==> src/rtl/obj_sched_pkg.sv <==
// Shared types and line-timing constants for the OBJ row scheduler.
package obj_sched_pkg;
    localparam int LINES       = 228;
    localparam int VISIBLE     = 160;
    localparam int BUDGET_FULL = 1210;
    localparam int BUDGET_HBF  = 954;
    localparam int COL_W       = 8;
    localparam int PIX_W       = 20;
    localparam int LINE_W      = 8;
    localparam int BUD_W       = 11;

    typedef enum logic [2:0] {IDLE, CLEAR, GO, RENDER, DONE} state_e;

    typedef struct packed {
        logic [COL_W-1:0] col;
        logic [PIX_W-1:0] data;
        logic             transparent;
        logic             palettemode;
    } pix_t;

    // Line being prepared during H-blank of line v.
    function automatic logic [LINE_W-1:0] next_line(input logic [LINE_W-1:0] v);
        return (v == LINE_W'(LINES - 1)) ? '0 : v + 1'b1;
    endfunction
endpackage

==> src/rtl/obj_row_sched_if.sv <==
// Pixel-engine <-> scheduler link: render start/done plus the valid/ready pixel stream.
interface obj_row_sched_if;
    import obj_sched_pkg::*;

    logic              render_go;
    logic [LINE_W-1:0] target_line;
    logic              render_done;
    logic              px_valid;
    logic              px_ready;
    logic [COL_W-1:0]  px_col;
    logic [PIX_W-1:0]  px_data;
    logic              px_transparent;
    logic              px_palettemode;

    modport master (
        input  render_go, target_line, px_ready,
        output render_done, px_valid, px_col, px_data, px_transparent, px_palettemode
    );
    modport slave (
        output render_go, target_line, px_ready,
        input  render_done, px_valid, px_col, px_data, px_transparent, px_palettemode
    );
endinterface

==> src/rtl/obj_cycle_budget.sv <==
// Per-line render budget: loadable down-counter that saturates at zero.
// Latency: load/dec take effect on the next clock.
// Backpressure: none; the zero flag is what closes the pixel handshake upstream.
module obj_cycle_budget
    import obj_sched_pkg::*;
(
    input  logic             clock,
    input  logic             reset,
    input  logic             load,
    input  logic             dec,
    input  logic [BUD_W-1:0] load_val,
    output logic [BUD_W-1:0] value,
    output logic             zero
);
    logic [BUD_W-1:0] cnt_q, cnt_d;

    always_comb begin
        cnt_d = cnt_q;
        if (load)
            cnt_d = load_val;
        else if (dec && (cnt_q != '0))
            cnt_d = cnt_q - 1'b1;
    end

    always_ff @(posedge clock) begin
        if (!reset)
            cnt_q <= '0;
        else
            cnt_q <= cnt_d;
    end

    assign value = cnt_q;
    assign zero  = (cnt_q == '0);
endmodule

==> src/rtl/obj_row_sched.sv <==
// Per-scanline sequencer: clears the OBJ back buffer, then lets the pixel engine fill it.
// Latency: clear 1 cycle after line_start, render_go after 2; pixel writes land 1 cycle after accept.
// Backpressure: px_ready is high only in RENDER while budget remains; no pixel is ever dropped once accepted.
module obj_row_sched
    import obj_sched_pkg::*;
(
    input  logic              clock,
    input  logic              reset,
    input  logic              line_start,
    input  logic [LINE_W-1:0] vcount,
    input  logic              hblank_free,
    obj_row_sched_if.slave    eng,
    output logic [LINE_W-1:0] row,
    output logic              clear,
    output logic              we,
    output logic [COL_W-1:0]  wcol,
    output logic [PIX_W-1:0]  wdata,
    output logic              transparent,
    output logic              palettemode,
    output logic              overrun
);
    state_e            state_q, state_d;
    logic [LINE_W-1:0] row_q, row_d, tgt_q, tgt_d, t_new;
    logic              hbf_q, hbf_d, clear_q, clear_d, go_q, go_d;
    logic              ovr_q, ovr_d, we_q, we_d;
    pix_t              pix_q, pix_d;
    logic              px_rdy, accept, bud_load, bud_dec, bud_zero;
    logic [BUD_W-1:0]  bud_val, bud_init;

    assign bud_init = hbf_q ? BUD_W'(BUDGET_HBF) : BUD_W'(BUDGET_FULL);
    assign bud_load = (state_q == GO);
    assign bud_dec  = (state_q == RENDER);

    obj_cycle_budget u_budget (
        .clock    (clock),
        .reset    (reset),
        .load     (bud_load),
        .dec      (bud_dec),
        .load_val (bud_init),
        .value    (bud_val),
        .zero     (bud_zero)
    );

    assign px_rdy = (state_q == RENDER) && (bud_val != '0);
    assign accept = eng.px_valid && px_rdy;
    assign t_new  = next_line(vcount);

    always_comb begin
        state_d = state_q;
        row_d   = row_q;
        tgt_d   = tgt_q;
        hbf_d   = hbf_q;
        clear_d = 1'b0;
        go_d    = 1'b0;
        ovr_d   = 1'b0;
        we_d    = accept;
        pix_d   = pix_q;
        if (accept) begin
            pix_d.col         = eng.px_col;
            pix_d.data        = eng.px_data;
            pix_d.transparent = eng.px_transparent;
            pix_d.palettemode = eng.px_palettemode;
        end

        // A new line always wins, even over render_done in the same cycle.
        if (line_start) begin
            tgt_d = t_new;
            hbf_d = hblank_free;
            ovr_d = (state_q inside {CLEAR, GO, RENDER});
            if (t_new < LINE_W'(VISIBLE)) begin
                state_d = CLEAR;
                row_d   = vcount;
                clear_d = 1'b1;
            end else begin
                state_d = IDLE;
            end
        end else begin
            case (state_q)
                CLEAR: begin
                    state_d = GO;
                    row_d   = tgt_q;
                    go_d    = 1'b1;
                end
                GO:     state_d = RENDER;
                RENDER: begin
                    if (eng.render_done) begin
                        state_d = DONE;
                    end else if (bud_zero) begin
                        state_d = DONE;
                        ovr_d   = 1'b1;
                    end
                end
                default: ;
            endcase
        end
    end

    always_ff @(posedge clock) begin
        if (!reset) begin
            state_q <= IDLE;
            row_q   <= '0;
            tgt_q   <= '0;
            hbf_q   <= 1'b0;
            clear_q <= 1'b0;
            go_q    <= 1'b0;
            ovr_q   <= 1'b0;
            we_q    <= 1'b0;
            pix_q   <= '0;
        end else begin
            state_q <= state_d;
            row_q   <= row_d;
            tgt_q   <= tgt_d;
            hbf_q   <= hbf_d;
            clear_q <= clear_d;
            go_q    <= go_d;
            ovr_q   <= ovr_d;
            we_q    <= we_d;
            pix_q   <= pix_d;
        end
    end

    assign eng.render_go   = go_q;
    assign eng.target_line = tgt_q;
    assign eng.px_ready    = px_rdy;
    assign row             = row_q;
    assign clear           = clear_q;
    assign we              = we_q;
    assign wcol            = pix_q.col;
    assign wdata           = pix_q.data;
    assign transparent     = pix_q.transparent;
    assign palettemode     = pix_q.palettemode;
    assign overrun         = ovr_q;
endmodule

==> src/flat_wrapper.sv <==
// flat-port wrapper written by rule: the top's interface ports become plain ports
module obj_row_sched_flat import obj_sched_pkg::*;
  (clock, reset, line_start, vcount, hblank_free, row, clear, we, wcol, wdata, transparent, palettemode, overrun, eng_render_go, eng_target_line, eng_px_ready, eng_render_done, eng_px_valid, eng_px_col, eng_px_data, eng_px_transparent, eng_px_palettemode);
  obj_row_sched_if eng_i ();
  input  logic clock;
  input  logic reset;
  input  logic line_start;
  input  logic [LINE_W-1:0] vcount;
  input  logic hblank_free;
  output logic [LINE_W-1:0] row;
  output logic clear;
  output logic we;
  output logic [COL_W-1:0] wcol;
  output logic [PIX_W-1:0] wdata;
  output logic transparent;
  output logic palettemode;
  output logic overrun;
  output wire logic [$bits(eng_i.render_go)-1:0] eng_render_go;
  output wire logic [$bits(eng_i.target_line)-1:0] eng_target_line;
  output wire logic [$bits(eng_i.px_ready)-1:0] eng_px_ready;
  input wire logic [$bits(eng_i.render_done)-1:0] eng_render_done;
  input wire logic [$bits(eng_i.px_valid)-1:0] eng_px_valid;
  input wire logic [$bits(eng_i.px_col)-1:0] eng_px_col;
  input wire logic [$bits(eng_i.px_data)-1:0] eng_px_data;
  input wire logic [$bits(eng_i.px_transparent)-1:0] eng_px_transparent;
  input wire logic [$bits(eng_i.px_palettemode)-1:0] eng_px_palettemode;
  assign eng_render_go = eng_i.render_go;
  assign eng_target_line = eng_i.target_line;
  assign eng_px_ready = eng_i.px_ready;
  assign eng_i.render_done = eng_render_done;
  assign eng_i.px_valid = eng_px_valid;
  assign eng_i.px_col = eng_px_col;
  assign eng_i.px_data = eng_px_data;
  assign eng_i.px_transparent = eng_px_transparent;
  assign eng_i.px_palettemode = eng_px_palettemode;
  obj_row_sched u_core (.clock(clock), .reset(reset), .line_start(line_start), .vcount(vcount), .hblank_free(hblank_free), .eng(eng_i), .row(row), .clear(clear), .we(we), .wcol(wcol), .wdata(wdata), .transparent(transparent), .palettemode(palettemode), .overrun(overrun));
endmodule
==> config.mk <==
export PLATFORM = sky130hd
export DESIGN_NAME = obj_row_sched_flat
export DESIGN_NICKNAME = d
export VERILOG_FILES = /design/src/rtl/obj_sched_pkg.sv /design/src/rtl/obj_row_sched_if.sv /design/src/rtl/obj_cycle_budget.sv /design/src/rtl/obj_row_sched.sv /design/src/flat_wrapper.sv
export SDC_FILE = /design/constraint.sdc
export NUM_CORES = 1
export LEC_CHECK = 0
export CAP_MARGIN = 20
export CELL_PAD_IN_SITES_DETAIL_PLACEMENT = 0
export CELL_PAD_IN_SITES_GLOBAL_PLACEMENT = 2
export CORE_MARGIN = 2
export CORE_UTILIZATION = 29
export DETAILED_ROUTE_END_ITERATION = 6
export GPL_ROUTABILITY_DRIVEN = 0
export GPL_TIMING_DRIVEN = 0
export PLACE_DENSITY_LB_ADDON = 0.08
export SYNTH_ARGS = -nofsm -noshare
export SYNTH_HDL_FRONTEND = slang
export SYNTH_HIERARCHICAL = 1
export SYNTH_SLANG_ARGS = --single-unit
==> constraint.sdc <==
create_clock -name clock -period 4.85 [get_ports clock]
set_input_delay 1.455 -clock clock [delete_from_list [all_inputs] [get_ports clock]]
set_output_delay 1.455 -clock clock [all_outputs]
set_load 0.01 [all_outputs]
# --- After elaboration in Yosys (flattened, before gate mapping) ---
# Cells that the tools add are included.
word_totals:
  reg_bits: 65
  out_inout_bits: 51
  elab_cells: 53
  inputBits: 44
op_classes:
  add_sub_neg: 2
  n_bitwise: 1
  n_reduce_logical: 12
  order_cmp: 1
  n_mux: 18
  n_eq_ne: 6
ops:
  columns: ["cell", "count"]
  rows:
  - ["two-way mux 11 bit", 3]
  - ["two-way mux 8 bit", 4]
  - ["logical NOT 11 bit", 1]
  - ["nonzero test 11 bit", 1]
  - ["subtractor 11 x 1 -> 11 bit (second input constant)", 1]
  - ["two-way mux 3 bit", 3]
  - ["case mux 3 bit (3 select lines)", 1]
  - ["adder 8 x 1 -> 8 bit (second input constant)", 1]
  - ["== test 8 bit (second input constant)", 1]
  - ["< comparator 8 bit (second input constant)", 1]
  - ["two-way mux 1 bit", 7]
  - ["== test 3 x 2 -> 1 bit (second input constant)", 2]
  - ["AND reduction 2 bit", 3]
  - ["inequality test 4 bit (second input constant)", 1]
  - ["nonzero test 2 bit", 2]
  - ["nonzero test 4 bit", 1]
  - ["== test 3 x 1 -> 1 bit (second input constant)", 1]
  - ["nonzero test 3 bit", 1]
  - ["logical AND 1 bit", 2]
  - ["inequality test 2 x 1 -> 1 bit (second input constant)", 1]
  - ["OR reduction 2 bit", 1]
  - ["inverter 1 bit", 1]

# --- Depth between registers and ports, before layout ---
logic_depth:
  ltp_word: 5
  ltp_mapped: 8
  ltp_nobuf: 8

# --- Modules after synthesis ---
# The synthesis kept the hierarchy.
modules_own_cells:
  columns: ["mod", "seq_area_each_um2", "cells_each", "area_per_inst_um2", "instances"]
  rows:
  - ["obj_row_sched", 1081.0, 307, 2577.5, 1]
  - ["obj_cycle_budget", 220.2, 75, 613.1, 1]

# --- Worst setup path after synthesis ---
# Ideal clock, no wire load.
synth_timing:
  path_kind: "in2reg"
  startpoint: "input vcount[0]"
  endpoint: "register u_core.row_q[6], in the netlist u_core/row[6]"
  stages: 6
  setup_ns: 0.154
  path_buffers: 0
  required_ns: 4.696
  setup_slack_ns: 1.897
  arrival_time_ns: 2.799
  cell_sequence: "ha_1 nand2_1 nor4_4 o22ai_2 a2111oi_0 a311oi_2"
synth_via:
  elab_chain_cells: 5
  word_cells_on_any_way: 6
  classes_between: "add/sub: 1; order compare: 1; eq/ne: 2; mux: 1; reduce/logical: 1"
synth_rtl:
  columns: ["element", "line", "text"]
  rows:
  - ["start, declared", "flat_wrapper.sv:8", "input logic [LINE_W-1:0] vcount;"]
  - ["adder 8 x 1 -> 8 bit / == test 8 bit (equally long branches)", "obj_sched_pkg.sv:23", "return (v == LINE_W'(LINES - 1)) ? '0 : v + 1'b1;"]
  - ["two-way mux 8 bit (*)", "obj_sched_pkg.sv:23", null]
  - ["< comparator 8 bit (*)", "obj_row_sched.sv:70", "if (t_new < LINE_W'(VISIBLE)) begin"]
  - ["inequality test 2 x 1 -> 1 bit (no line) (*)", null, null]
  - ["AND reduction 2 bit (no line) (*)", null, null]
  - ["end signal, assigned", "obj_row_sched.sv:111", "row_q <= row_d;"]
  - ["end, declared", "obj_row_sched.sv:23", "logic [LINE_W-1:0] row_q, row_d, tgt_q, tgt_d, t_new;"]
# Mark *: on every way between the ends. The rest lies on a longest branch, timed or not.
# A chain may end at the register's enable or synchronous reset.

# --- Final worst setup path ---
layout_timing:
  startpoint: "register u_core.state_q[0]"
  endpoint: "output eng_px_ready"
layout_via:
  elab_chain_cells: 2
layout_rtl:
  columns: ["element", "line", "text"]
  rows:
  - ["start, declared", "obj_row_sched.sv:22", "state_e state_q, state_d;"]
  - ["start signal, assigned", "obj_row_sched.sv:110", "state_q <= state_d;"]
  - ["== test 3 x 2 -> 1 bit", null, null]
  - ["named net u_core.bud_dec", "obj_row_sched.sv:27", "logic px_rdy, accept, bud_load, bud_dec, bud_zero;"]
  - ["logical AND 1 bit", "obj_row_sched.sv:44", "assign px_rdy = (state_q == RENDER) && (bud_val != '0);"]
  - ["end, declared", "flat_wrapper.sv:20", "output wire logic [$bits(eng_i.px_ready)-1:0] eng_px_ready;"]
# The timed path passes the listed nets, and every way through them passes these cells.

==> results.json <==
{
  "place_inst": 621,
  "synthDistinctLibCells": 57,
  "drt_iter0_markers": 109,
  "grt_util_met1_pct": 21.5,
  "fin_setup_tns_ns": 0,
  "cp.depth": 5,
  "grt.met3_usage_pct": 2.81,
  "io_buffers": 93,
  "placement.cell_area_sq_um": 4320,
  "finalCritPeriodShare_pct": 75.0,
  "diodes": 0,
  "worstSkewPairLatency_ns": 0.34,
  "crit_required_ns": 3.39,
  "num_vias": 3048,
  "top_usage_layer": "met2",
  "initial_core_util_pct": 29.6,
  "drc": 0,
  "grtUsageTotal_pct": 16.4,
  "syn2layout_area_growth_pct": 41.1,
  "hpwl_microns": 6810,
  "ff2ff_path_depth": 7,
  "syn_area_sq_um": 3190,
  "clk_pin_slew_ns": 0.08,
  "finalMaxSlewViolations": 0,
  "yosysWarnings": 6,
  "max-vdd-ir-drop_v": 0.000100,
  "routedWlPerCell_microns": 14.8,
  "rr_endpoint": "u_core/u_budget/value[7]",
  "finalPower_mw": 1.24,
  "rrSetupSlack_ns": 2.55,
  "fmax_mhz": 275,
  "syn_inst": 382,
  "die_y_microns": 109,
  "grt_setup_unrepaired": "false",
  "grt_overflow_total": 0,
  "startpoint_type": "flip-flop",
  "worstPathArrival_ns": 2.18,
  "crit_fanout": 8,
  "path_cells": "clkbuf_1 -> nand2_1 -> nor2_1 -> and2_1 -> clkdlybuf4s50_1",
  "die_x_microns": 109,
  "worst_slew_pin_slew_ns": 0.751,
  "finalCriticalPeriod_ns": 3.64,
  "fin_area_sq_um": 4500,
  "final_cells": 636,
  "grt_util_met2_pct": 26.8,
  "htree_levels": 3,
  "yosysTopAreaCell": "dfxtp_1",
  "cts_sinks": 65,
  "drive_above_1_share_pct": 7.86,
  "cts_setup_buffers": 0,
  "timing.rr.start": "u_core/state_q[0]",
  "wl_microns": 9410,
  "clk_path_buf_depth": 2,
  "power_leakage_nw": 1.55,
  "synthTopCellsByArea": "dfxtp_1 41%, nand2_1 9.2%, a21boi_0 5.9%, o21ai_0 4.5%, a311oi_2 3.8%",
  "cts_made_buffers": 9,
  "synth-main-ff-cell": "dfxtp_1",
  "synthArstFlopShare_pct": 0,
  "avgSynthCellArea_sq_um": 8.35,
  "cts-root-buf": "clkbuf_8",
  "finalHoldViolCount": 0,
  "crit_family": "buffers and inverters",
  "dieArea_sq_um": 11900,
  "fin_ws_ns": 1.21,
  "firstDrtPassIters": 4,
  "crit_buf_inv": 2,
  "clock_skew_ns": 0.0146,
  "p_per_area_nw_per_um2": 276,
  "synth.top_cell.area_share_pct": 40.8,
  "endpoint_kind": "output pin",
  "cts_tree": "built",
  "status": "finished clean",
  "antenna_found_initial": 0,
  "hold_class": "reg -> reg",
  "cap_violations": 0,
  "relSlewSlack_pct": 49.8,
  "ys_ff_latch": 65,
  "cpPeakStageDelay_ns": 0.54,
  "pre_cts_ws_ns": 1.00,
  "via_per_inst": 4.79,
  "drtAntennaViolNets": 0,
  "crit_type": "reg -> out",
  "cts_resized": 0,
  "synth-edff-count": 0,
  "hold_end": "u_core/wcol[4]",
  "ios": 95,
  "hold_depth": 2,
  "synth.yosys.seq_area_share_pct": 40.8,
  "grt_max_degree": 12,
  "core_area_sq_um": 10800,
  "nets": 538,
  "worstHoldStart": "u_core/wcol[4]",
  "rows": 38,
  "grt_first_pass_wirelength_microns": 15100,
  "setup_viol": 0,
  "critical_path.slowest_cell": "clkdlybuf4s50_1",
  "grt_pass1_vias": 2983,
  "ctsHoldBuffers": 0
}
==> per-stage QoR <==
| stage | hold WS (ns) | util (%) |
|---|---|---|
| finish | 0.460 | 41.7 |
| global route | 0.482 | 41.7 |
| floorplan | 0.479 | - |
| detailed placement | 0.449 | 40.0 |
| CTS | 0.462 | 41.7 |
| global placement | 0.441 | 40.0 |
==> layout make-up <==
class	count	area, sq um
Buffer	26	126
Clock buffer	9	124
Clock inverter	6	60.1
Fill cell	1146	6290
Inverter	19	71.3
Multi-Input combinational cell	278	1710
Sequential cell	65	1300
Tap cell	140	175
Timing Repair Buffer	93	931
==> where the power goes <==
part / leakage [nW] / total [mW] / internal [mW] / switching (mW)
combinational: 0.933 / 0.218 / 0.107 / 0.111
sequential: 0.529 / 0.573 / 0.555 / 0.0182
clock: 0.0909 / 0.451 / 0.232 / 0.220
==> worst max-delay path by stage <==
stage / startpoint / to / slack (ns)
finish: u_core/state_q[0] / eng_px_ready / 1.21
global route: u_core/state_q[0] / eng_px_ready / 1.02
CTS: u_core/state_q[0] / eng_px_ready / 1.19
detailed placement: vcount[0] / u_core/row[6] / 1.00
global placement: vcount[0] / u_core/row[6] / 1.00
floorplan: vcount[0] / u_core/row[6] / 1.90
==> Yosys cell counts, types with 2 or more instances <==
| library cell | n |
|---|---|
| nor3b_1 | 2 |
| or3_1 | 5 |
| o21a_1 | 2 |
| a31oi_1 | 5 |
| a21boi_0 | 25 |
| a21oi_1 | 11 |
| nand3_1 | 5 |
| a311oi_2 | 8 |
| conb_1 | 2 |
| clkbuf_1 | 17 |
| a211oi_1 | 7 |
| inv_1 | 19 |
| and2_1 | 9 |
| buf_4 | 5 |
| o31a_1 | 2 |
| xor2_1 | 4 |
| buf_2 | 2 |
| nor3_1 | 9 |
| ha_1 | 2 |
| or2_2 | 2 |
| nor4_1 | 4 |
| dfxtp_1 | 65 |
| o211a_1 | 2 |
| o21ai_0 | 29 |
| nor2_1 | 9 |
| o2bb2ai_1 | 5 |
| nor2b_1 | 3 |
| and3_1 | 2 |
| xnor2_1 | 5 |
| a21o_1 | 2 |
| a21boi_1 | 5 |
| nand2_1 | 78 |
| nand2b_1 | 6 |
==> layout by cell type, fill, tap and decap left out, types with 2 or more instances in the layout <==
master           instances
conb_1                   8
inv_1                   19
nand3_1                  5
nor2b_1                  3
nor4_1                   4
nand2b_1                 6
a21boi_1                 5
a21o_1                   2
clkbuf_8                 9
clkbuf_1                17
dfxtp_1                 65
a311oi_2                 8
buf_4                    5
a21boi_0                25
xor2_1                   4
nand2_1                 78
or3_1                    5
or2_2                    2
a21oi_1                 11
ha_1                     2
clkinvlp_4               2
xnor2_1                  5
o211a_1                  2
and3_1                   2
a31oi_1                  5
a211oi_1                 7
o31a_1                   2
o21ai_0                 29
clkinv_2                 3
and2_1                   9
nor3b_1                  2
nor3_1                   9
buf_2                    2
nor2_1                   9
o2bb2ai_1                5
clkdlybuf4s50_1         93
o21a_1                   2
==> cells by family (layout without fill, tap and decap cells) <==
| logic type | count (synthesis) | count (layout) | share of synthesized area [%] |
|---|---|---|---|
| AOI/OAI and AO/OA | 116 | 116 | 27.0 |
| and+or+nand+nor | 142 | 142 | 22.2 |
| adders and majority gates | 2 | 2 | 0.784 |
| other | 2 | 8 | 0.235 |
| xor gates and xnor gates | 9 | 9 | 2.47 |
| muxes | 1 | 1 | 0.314 |
| DFF | 65 | 65 | 40.8 |
| buffers and inverters | 45 | 153 | 6.20 |
==> flip-flops by register name, indices dropped and copies added, names as in the netlist, 3 cells and up <==
name and cells:
u_core/wcol 8, u_core/eng.target_line 8, u_core/u_budget/value 11, u_core/row 8, u_core/wdata 20, u_core/state_q 3
==> worst min-delay path: cells and delay by family, from the launching register on <==
kind            cells  cell delay (ns)
simple gates        1             0.05
flops               1             0.31
compound gates      1             0.05
==> routing by layer <==
metal,wire (microns),up-vias,part of all wire (%)
met3,322,13,3.4
li1,-,1553,-
met2,4470,71,47
met1,4480,1411,48
met5,0,-,0
met4,140,0,1.5
(Power assumes the default switching activity.)
